**config.mk**
```make
export PLATFORM = sky130hd
export DESIGN_NAME = inverse_zigzag
export DESIGN_NICKNAME = d
export VERILOG_FILES = /design/src/rtl/inverse_zigzag.sv
export SDC_FILE = /design/constraint.sdc
export NUM_CORES = 1
export LEC_CHECK = 0
export ABC_CLOCK_PERIOD_IN_PS = 4400
export BUFFER_PORTS_ARGS = -buffer_cell sky130_fd_sc_hd__buf_2
export CAP_MARGIN = 25
export CORE_ASPECT_RATIO = 1.25
export CORE_MARGIN = 2
export CORE_UTILIZATION = 52
export CTS_BUF_LIST = sky130_fd_sc_hd__clkbuf_4
export CTS_CLUSTER_SIZE = 20
export DETAILED_ROUTE_END_ITERATION = 10
export GPL_TIMING_DRIVEN = 0
export PLACE_DENSITY = 0.85
export SETUP_SLACK_MARGIN = 0.15
export SKIP_LAST_GASP = 1
export SLEW_MARGIN = 40
export SYNTH_ARGS = -nofsm -noshare
export SYNTH_HDL_FRONTEND = slang
export SYNTH_SLANG_ARGS = --single-unit
```
**constraint.sdc**
```tcl
create_clock -name clk -period 4.4 [get_ports clk]
set_input_delay 1.32 -clock clk [delete_from_list [all_inputs] [get_ports clk]]
set_output_delay 1.32 -clock clk [all_outputs]
set_load 0.01 [all_outputs]
```
**src/rtl/inverse_zigzag.sv**
```systemverilog
// Inverse zigzag scan: collects 16 zigzag-ordered 4x4 coefficients and presents the
// raster-order block over a valid/ready handshake, with early end-of-block and zero blocks.
module inverse_zigzag #(
   parameter int DW = 15
) (
   input  logic                 clk,
   input  logic                 rst,
   input  logic                 coef_valid,
   input  logic signed [DW-1:0] coef_in,
   input  logic                 coef_last,
   output logic                 coef_ready,
   input  logic                 zero_blk,
   output logic                 blk_valid,
   input  logic                 blk_ready,
   output logic [4:0]           blk_ncoef,
   output logic signed [DW-1:0] dout_00,
   output logic signed [DW-1:0] dout_01,
   output logic signed [DW-1:0] dout_02,
   output logic signed [DW-1:0] dout_03,
   output logic signed [DW-1:0] dout_10,
   output logic signed [DW-1:0] dout_11,
   output logic signed [DW-1:0] dout_12,
   output logic signed [DW-1:0] dout_13,
   output logic signed [DW-1:0] dout_20,
   output logic signed [DW-1:0] dout_21,
   output logic signed [DW-1:0] dout_22,
   output logic signed [DW-1:0] dout_23,
   output logic signed [DW-1:0] dout_30,
   output logic signed [DW-1:0] dout_31,
   output logic signed [DW-1:0] dout_32,
   output logic signed [DW-1:0] dout_33
);

   localparam logic [0:0] FILL = 1'b0;
   localparam logic [0:0] OUT  = 1'b1;

   logic [0:0]           state;
   logic [3:0]           cnt;
   logic signed [DW-1:0] blk [16];
   logic                 accept;
   logic                 take_zero;

   // Zigzag index to raster index (row*4 + col).
   function automatic logic [3:0] raster_idx(input logic [3:0] k);
      logic [3:0] r;
      case (k)
         4'd0:    r = 4'd0;
         4'd1:    r = 4'd1;
         4'd2:    r = 4'd4;
         4'd3:    r = 4'd8;
         4'd4:    r = 4'd5;
         4'd5:    r = 4'd2;
         4'd6:    r = 4'd3;
         4'd7:    r = 4'd6;
         4'd8:    r = 4'd9;
         4'd9:    r = 4'd12;
         4'd10:   r = 4'd13;
         4'd11:   r = 4'd10;
         4'd12:   r = 4'd7;
         4'd13:   r = 4'd11;
         4'd14:   r = 4'd14;
         default: r = 4'd15;
      endcase
      return r;
   endfunction

   assign take_zero  = (state == FILL) && zero_blk && (cnt == 4'd0);
   assign coef_ready = (state == FILL) && !(zero_blk && (cnt == 4'd0));
   assign accept     = coef_valid && coef_ready;
   assign blk_valid  = (state == OUT);

   always_ff @(posedge clk) begin
      if (rst) begin
         state     <= FILL;
         cnt       <= '0;
         blk_ncoef <= '0;
         for (int unsigned i = 0; i < 16; i++) blk[i] <= '0;
      end else begin
         case (state)
            FILL: begin
               // Registers are already cleared on entry to FILL, so a zero block needs no writes.
               if (take_zero) begin
                  state     <= OUT;
                  blk_ncoef <= '0;
               end else if (accept) begin
                  blk[raster_idx(cnt)] <= coef_in;
                  cnt                  <= cnt + 4'd1;
                  if (coef_last || (cnt == 4'd15)) begin
                     state     <= OUT;
                     blk_ncoef <= {1'b0, cnt} + 5'd1;
                  end
               end
            end
            default: begin
               if (blk_ready) begin
                  state     <= FILL;
                  cnt       <= '0;
                  blk_ncoef <= '0;
                  for (int unsigned i = 0; i < 16; i++) blk[i] <= '0;
               end
            end
         endcase
      end
   end

   assign dout_00 = blk[0];
   assign dout_01 = blk[1];
   assign dout_02 = blk[2];
   assign dout_03 = blk[3];
   assign dout_10 = blk[4];
   assign dout_11 = blk[5];
   assign dout_12 = blk[6];
   assign dout_13 = blk[7];
   assign dout_20 = blk[8];
   assign dout_21 = blk[9];
   assign dout_22 = blk[10];
   assign dout_23 = blk[11];
   assign dout_30 = blk[12];
   assign dout_31 = blk[13];
   assign dout_32 = blk[14];
   assign dout_33 = blk[15];

endmodule

```
# Yosys cells after proc, flatten, opt, wreduce, memory -nomap -nowiden

Memory sizes are Yosys's and may differ from the RTL's. A register that Yosys moved wholly into a read port is not among the register bits.
Cells that the tools add are included.

Register bits after elaboration: 10
Bits in writable memories: 240
ROM bits: 64
Input port bits: 21
Output and inout bits: 247
Word-level logic and storage cells: 91
Memories kept: 2

Add/subtract/negate cells: 2
Equal/unequal tests: 3
Multiplexer cells: 50
Bitwise logic cells: 17
Reductions and logical operators: 14

Memory list:

| memory           | words | bits a word | read ports | clocked after memory_dff | write ports | RTL line | text |
|---|---|---|---|---|---|---|---|
| blk              | 16    | 15          | 16         | 0                        | 16          | 39       | `logic signed [DW-1:0] blk [16];` |
| (name not given) | 16    | 4           | 1          | 1                        | 0           | 46       | `case (k)` |

Operators with widths:

| kind                | count |
|---|---|
| $mux 15             | 17 |
| $mux 4              | 11 |
| $mux 5              | 5 |
| $mux 1              | 17 |
| $or 1x1->1          | 16 |
| $reduce_or 15->1    | 1 |
| $reduce_and 3->1    | 2 |
| $reduce_bool 3->1   | 2 |
| $add 4x1->5 const B | 1 |
| $logic_and 1x1->1   | 5 |
| $add 4x1->4 const B | 1 |
| $eq 4x4->1 const B  | 1 |
| $logic_not 4->1     | 1 |
| $ne 2x2->1 const B  | 2 |
| $reduce_bool 2->1   | 1 |
| $logic_not 1->1     | 1 |
| $logic_or 1x1->1    | 1 |
| $not 1->1           | 1 |

# Logic depth before layout (Yosys ltp)

Gate-level depths: netlist of the first run.

Word-level depth: 12
Mapped depth: 11
Gate-level depth less buffers: 11

# Worst setup path before layout of the first run

OpenSTA, ideal clock, no wires.

Path kind: in2reg
From: input zero_blk
To: memory blk[13][0], enable pin
Arrival time: 3.135 ns
Required time: 3.992 ns
Path slack: 0.857 ns
Stages on the path: 4
Path through: and4bb_4 nor2_2 nand4b_1 o21ai_0

RTL lines:

| element     | RTL line | text |
|---|---|---|
| from (decl) | 12       | `input logic zero_blk,` |
| to (decl)   | 39       |  |

==> summary.md, run 1 <==
| Metric | Value |
|---|---|
| Status | finished, final reports clean |
| CTS Sinks | 254 |
| Overflow after GRT | 0 |
| Post-Synthesis Mean Instance Area | 15.3 um^2 |
| Pleak | 5.45 nW |
| Crit end category | register |
| HPWL after DPL | 17,700 um |
| Routed WL | 25,100 um |
| Hold buffer count at CTS | 0 |
| Peak supply drop | 304 uV |
| Total Die Area | 20,100 um^2 |
| Yosys top cell by area | edfxtp_1 |
| Final setup fails | 0 |
| Setup TNS | 0 ns |
| CTS resizes | 0 |
| Die width | 127 um |
| Clock Latency Late Sink | 0.65 ns |
| Area growth syn-to-layout | 25.4% |
| First-pass GRT wire length | 36,600 um |
| EDFF count, synth | 240 |
| RSZ-0062 raised after global routing | false |
| Combinational fraction of design power | 8.8% |
| Post-route ant nets | 0 |
| Worst rel slew slack | 49.3% |
| Longest Clk Path Bufs | 3 |
| Yosys warnings | 0 |
| Input/output buffers | 266 |
| Num CTS Buffers | 57 |
| Post-synth top flop | edfxtp_1 |
| Synth cell count leaders | 241 x and2_1, 240 x edfxtp_1, 35 x clkbuf_1 |
| Mapped cell area | 9870 um^2 |
| Num ports | 268 |
| Syn nets | 673 |
| Row count | 56 |
| Req. time, crit path | 4.67 ns |
| Sequential element share of the synthesized area | 75.9% |
| Top-area cell type share of the netlist area | 73.0% |
| H-tree Lvls | 2 |
| Kind of critical path | primary input to register |
| Pin count of the biggest net entering global routing | 16 |
| Crit path arrival time | 3.58 ns |
| Distinct cell type count after synthesis | 38 |
| Worst hold path class | register to register |
| NetSw | 1.23 mW |
| Sw frac | 24.2% |
| Gr usage total | 24.4% |
| Slowest cell delay on critical path | 0.68 ns |
| Internal | 3.86 mW |
| Number of global-route vias before repair | 6,559 |
| Post-Syn Instances | 644 |
| Clk_skew | 0.0201 ns |
| Drt drc | 0 |
| Core ar. | 18,700 um^2 |
| Nets | 1,010 |
| Period utilization | 75.3% |
| Drt pass-1 iters | 5 |
| Max-Cap Viols | 0 |
| CP top delay family | simple AND/OR/NAND/NOR gates |
| Max Slew Vio Count | 0 |
| Via density | 5.18 |
| Synth area leaders | edfxtp_1 73%, and2_1 15%, dfxtp_1 2.8% |
| Count leader, synth | and2_1 |
| Worst Setup Start Kind | primary input |
| Root buffer cell | clkbuf_4 |
| Placer Congestion | 0.809 |
| Slew @ Worst Pin | 0.761 ns |
| Tot Pwr | 5.09 mW |
| Avg WL per Cell | 19.9 um |
| CTS tree | yes |
| Setup bufs post-CTS | 0 |
| Die H | 158 um |
| Layout cell share with drive strength beyond 1 | 38.6% |
| Shortest period the worst path allows | 3.32 ns |
| Async S/R FF share, synth | 0% |
| Hold_ws | 0.495 ns |
| Final hold vios | 0 |
| Vias | 6,510 |
| Crit-path cells | buf_2 > and4bb_4 > nor2_2 > nand4b_1 > nor3_2 > nand2b_1 |
| F_max | 0.302 GHz |
| First DRT Iteration DRCs | 532 |
| Worst path bufs/invs | 1 |
| Pwr dens | 411 nW/um^2 |
| Crit-path slowest cell | nand2b_1 |
| Initial antenna violation count | 1 |
| FF+latch count, synth | 254 |
| Layout fillers | 1,332 |
| Clock slew seen by the registers of the worst setup and hold paths | 0.06 ns |
| Initial Util | 52.8% |
| Worst-path maximum fanout | 15 |
| Clk pwr share | 35.5% |
| Seq pwr share | 55.7% |
[power groups by stage]
stage,logic (mW),registers (mW),clock network (mW)
after floorplan,0.116,2.97,0
after global placement,0.418,2.89,0
after detailed placement,0.450,2.89,0
after CTS,0.450,2.83,1.84
after global routing,0.478,2.85,1.96
final,0.448,2.83,1.81
[routing by layer]
layer,global-route usage (%),wire (um)
met1,28.3,9270
met2,43.8,13300
met3,5.54,1800
met4,10.2,700
met5,0,0
[final timing paths]
| kind | start | end | slack (ns) | cells after the start |
|---|---|---|---|---|
| worst min-delay path | blk_ncoef[1] | blk_ncoef[1] | 0.50 | 2 |
| worst max-delay path | zero_blk | blk[12][1] | 1.08 | 6 |
| worst max register to register | cnt[0] | blk[12][1] | 1.15 | 7 |
| worst min register to register | blk_ncoef[1] | blk_ncoef[1] | 0.50 | 2 |
[through the flow]
stage	instances	utilization, %	setup slack, ns	cell area [um^2]
5_1_grt	1257	66.2	0.912	12400
4_1_cts	1256	66.1	1.09	12400
2_1_floorplan	644	-	0.857	9870
6_report	1257	66.2	1.08	12400
3_5_place_dp	1154	62.3	0.387	11600
3_3_place_gp	1142	61.4	0.0337	11500
[state kept, by name, summed over array words and instances (netlist names), named ones only]
name and cells:
blk 240, blk_ncoef 5, blk_valid 1, cnt 4
[cell type report]
cell class | instances | area (um^2) | area share, %
clock inverters | 12 | 50.0 | 0.404
repair buffers | 278 | 1440 | 11.6
diodes | 1 | 2.50 | 0.0202
plain buffers | 38 | 149 | 1.20
well taps | 232 | 290 | 2.35
multi-input cells | 345 | 2260 | 18.3
flip-flops and latches | 254 | 7490 | 60.5
clock buffers | 90 | 676 | 5.46
inverters | 7 | 26.3 | 0.212
[cell usage in the layout (no fill, tap or decap), types with 2 or more instances in the layout]
cell / n
nand3_1: 6
clkbuf_1: 35
nor3_1: 3
nand2b_1: 7
a21oi_1: 6
clkinv_1: 11
inv_1: 6
nand3b_1: 2
nor3_2: 2
ha_1: 8
o21ai_0: 2
nor2_1: 23
o31ai_1: 2
o21ai_2: 12
buf_6: 4
nand2_1: 2
a211oi_1: 3
clkbuf_4: 90
dfxtp_1: 14
nor2b_1: 2
buf_2: 268
edfxtp_1: 240
xnor2_1: 2
mux2i_1: 6
and2_1: 241
buf_4: 9
[worst register-to-register path, stage by stage, from the launching register on]
cell	delay, ns
dfxtp_1	0.44
inv_1	0.08
ha_1	0.22
and4bb_4	0.22
nor2_2	0.26
nand4b_1	0.42
nor3_2	0.57
nand2b_1	0.68
[kinds of logic after synthesis]
| logic type | count (synthesis) | synth area share (%) |
|---|---|---|
| and+or+nand+nor | 296 | 18.2 |
| xor gates and xnor gates | 3 | 0.266 |
| muxes | 6 | 0.609 |
| buffers and inverters | 45 | 1.77 |
| DFF | 254 | 75.9 |
| AOI/OAI and AO/OA | 32 | 2.26 |
| adders and majority gates | 8 | 1.01 |
Note: power is estimated with default switching activity, not from simulation.
==> run 2, diff against run 1 <==
--- a/config.mk
+++ b/config.mk
@@ -5,7 +5,7 @@
 export SDC_FILE = /design/constraint.sdc
 export NUM_CORES = 1
 export LEC_CHECK = 0
-export ABC_CLOCK_PERIOD_IN_PS = 4400
+export ABC_CLOCK_PERIOD_IN_PS = 3450
 export BUFFER_PORTS_ARGS = -buffer_cell sky130_fd_sc_hd__buf_2
 export CAP_MARGIN = 25
 export CORE_ASPECT_RATIO = 1.25
==> constraint.sdc (replaced) <==
create_clock -name clk -period 3.45 [get_ports clk]
set_input_delay 1.035 -clock clk [delete_from_list [all_inputs] [get_ports clk]]
set_output_delay 1.035 -clock clk [all_outputs]
set_load 0.01 [all_outputs]
==> summary.md, run 2 (same netlist as run 1, synthesis figures left out) <==
| Metric | Value |
|---|---|
| Layout fillers | 1,330 (was 1,332) |
| Max Slew Vio Count | 0 (unchanged) |
| Clock Latency Late Sink | 0.65 ns (about the same) |
| Period utilization | 88.1% |
| Total Die Area | 20,100 um^2 (unchanged) |
| Die H | 158 um (unchanged) |
| CTS resizes | 0 (unchanged) |
| Count of non-filler cells in the finished layout | 1,257 (unchanged) |
| Nets | 1,010 (unchanged) |
| Pleak | 5.45 nW (about the same) |
| Longest Clk Path Bufs | 3 (unchanged) |
| Pwr dens | 524 nW/um^2 (was 411 nW/um^2) |
| Biggest regs | blk (240), blk_ncoef (5), cnt (4) (unchanged) |
| Kind of critical path | register to register (was primary input to register) |
| Commonest non-fill, non-tap cells in the layout | 268 x buf_2, 241 x and2_1, 240 x edfxtp_1 (unchanged) |
| Hold buffer count at CTS | 0 (unchanged) |
| Shortest period the worst path allows | 3.04 ns |
| Layout cell share with drive strength beyond 1 | 39.0% (was 38.6%) |
| Final setup fails | 0 (unchanged) |
| Gr usage total | 24.4% (unchanged) |
| Num ports | 268 (unchanged) |
| H-tree Lvls | 2 (unchanged) |
| Top reg by flops | blk (unchanged) |
| Hold_ws | 0.495 ns (about the same) |
| Req. time, crit path | 3.74 ns (was 4.67 ns) |
| Setup bufs post-CTS | 0 (unchanged) |
| Input/output buffers | 266 (unchanged) |
| Drt drc | 0 (unchanged) |
| Avg WL per Cell | 19.9 um (about the same) |
| Pin count of the biggest net entering global routing | 16 (unchanged) |
| Slew @ Worst Pin | 0.771 ns (was 0.761 ns) |
| Core ar. | 18,700 um^2 (unchanged) |
| CTS tree | yes (unchanged) |
| Worst hold path class | register to register (unchanged) |
| Overflow after GRT | 0 (unchanged) |
| Peak supply drop | 388 uV (was 304 uV) |
| Initial Util | 52.8% (unchanged) |
| Crit path arrival time | 3.34 ns (was 3.58 ns) |
| Row count | 56 (unchanged) |
| CTS Sinks | 254 (unchanged) |
| Via density | 5.17 (was 5.18) |
| RSZ-0062 raised after global routing | false (unchanged) |
| Final hold vios | 0 (unchanged) |
| Status | finished, final reports clean (unchanged) |
| Number of global-route vias before repair | 6,559 (unchanged) |
| Max-Cap Viols | 0 (unchanged) |
| Vias | 6,501 (was 6,510) |
| Area growth syn-to-layout | 25.5% (was 25.4%) |
| Placed Cells | 1,154 (unchanged) |
| Placer Congestion | 0.809 (unchanged) |
| Crit end category | register (unchanged) |
| HPWL after DPL | 17,700 um (unchanged) |
| Clk_skew | 0.0235 ns (was 0.0201 ns) |
| Root buffer cell | clkbuf_4 (unchanged) |
| Drt pass-1 iters | 5 (unchanged) |
| Post-route ant nets | 0 (unchanged) |
| Die width | 127 um (unchanged) |
| Commonest non-fill, non-tap cell in the layout | buf_2 (unchanged) |
| First-pass GRT wire length | 36,600 um (unchanged) |
| Fin util | 66.2% (about the same) |
| Num CTS Buffers | 57 (unchanged) |
| Clock slew seen by the registers of the worst setup and hold paths | 0.06 ns (about the same) |
| Max reg flops | 240 (unchanged) |
| Worst rel slew slack | 48.6% (was 49.3%) |
| First DRT Iteration DRCs | 519 (was 532) |
| Worst Setup Start Kind | register (was primary input) |
| F_max | 0.329 GHz |
| Routed WL | 25,100 um (about the same) |
| Initial antenna violation count | 1 (unchanged) |
| Worst-path maximum fanout | 15 (unchanged) |
run 2: layer usage:
layer	GRT usage, %	share of wire (%)
met1	28.3	37
met2	43.8	53
met3	5.54	7.2
met4	10.2	2.8
met5	0	0
run 2: through the flow:
stage / power, mW / setup TNS (ns) / cell area (um^2) / setup slack, ns
6_report: 6.49 / 0 / 12400 / 0.410
5_1_grt: 6.74 / 0 / 12400 / 0.202
4_1_cts: 6.54 / 0 / 12400 / 0.152
3_5_place_dp: 4.25 / -12.44 / 11600 / -0.278
3_3_place_gp: 4.22 / -95.39 / 11500 / -0.631
2_1_floorplan: 3.93 / 0 / 9870 / 0.192
run 2: final cells by class:
class                   count  area (um^2)  area share, %
diodes                      1         2.50         0.0202
plain buffers              38          149           1.20
clock buffers              90          676           5.45
clock inverters            12         50.0          0.404
inverters                   7         26.3          0.212
multi-input cells         345         2270           18.3
flip-flops and latches    254         7490           60.4
well taps                 232          290           2.34
repair buffers            278         1440           11.6
run 2: worst max-delay path: stages, from the launching register on:
cell and delay [ns]:
dfxtp_1 0.44, inv_1 0.07, ha_1 0.22, and4bb_4 0.22, nor2_2 0.26, nand4b_1 0.42, nor3_2 0.57, nand2b_2 0.48
run 2: worst paths after layout:
kind | startpoint | to | slack (ns) | cells past startpoint
min reg2reg | blk_ncoef[1] | blk_ncoef[1] | 0.50 | 2
max | cnt[0] | blk[12][1] | 0.41 | 7
max reg2reg | cnt[0] | blk[12][1] | 0.41 | 7
min | blk_ncoef[1] | blk_ncoef[1] | 0.50 | 2
run 2: report_power, final:
group          switching, mW  internal [mW]  total, mW
clock                   1.12           1.18       2.30
sequential            0.0551           3.56       3.61
combinational          0.390          0.183      0.573
total                   1.57           4.92       6.49
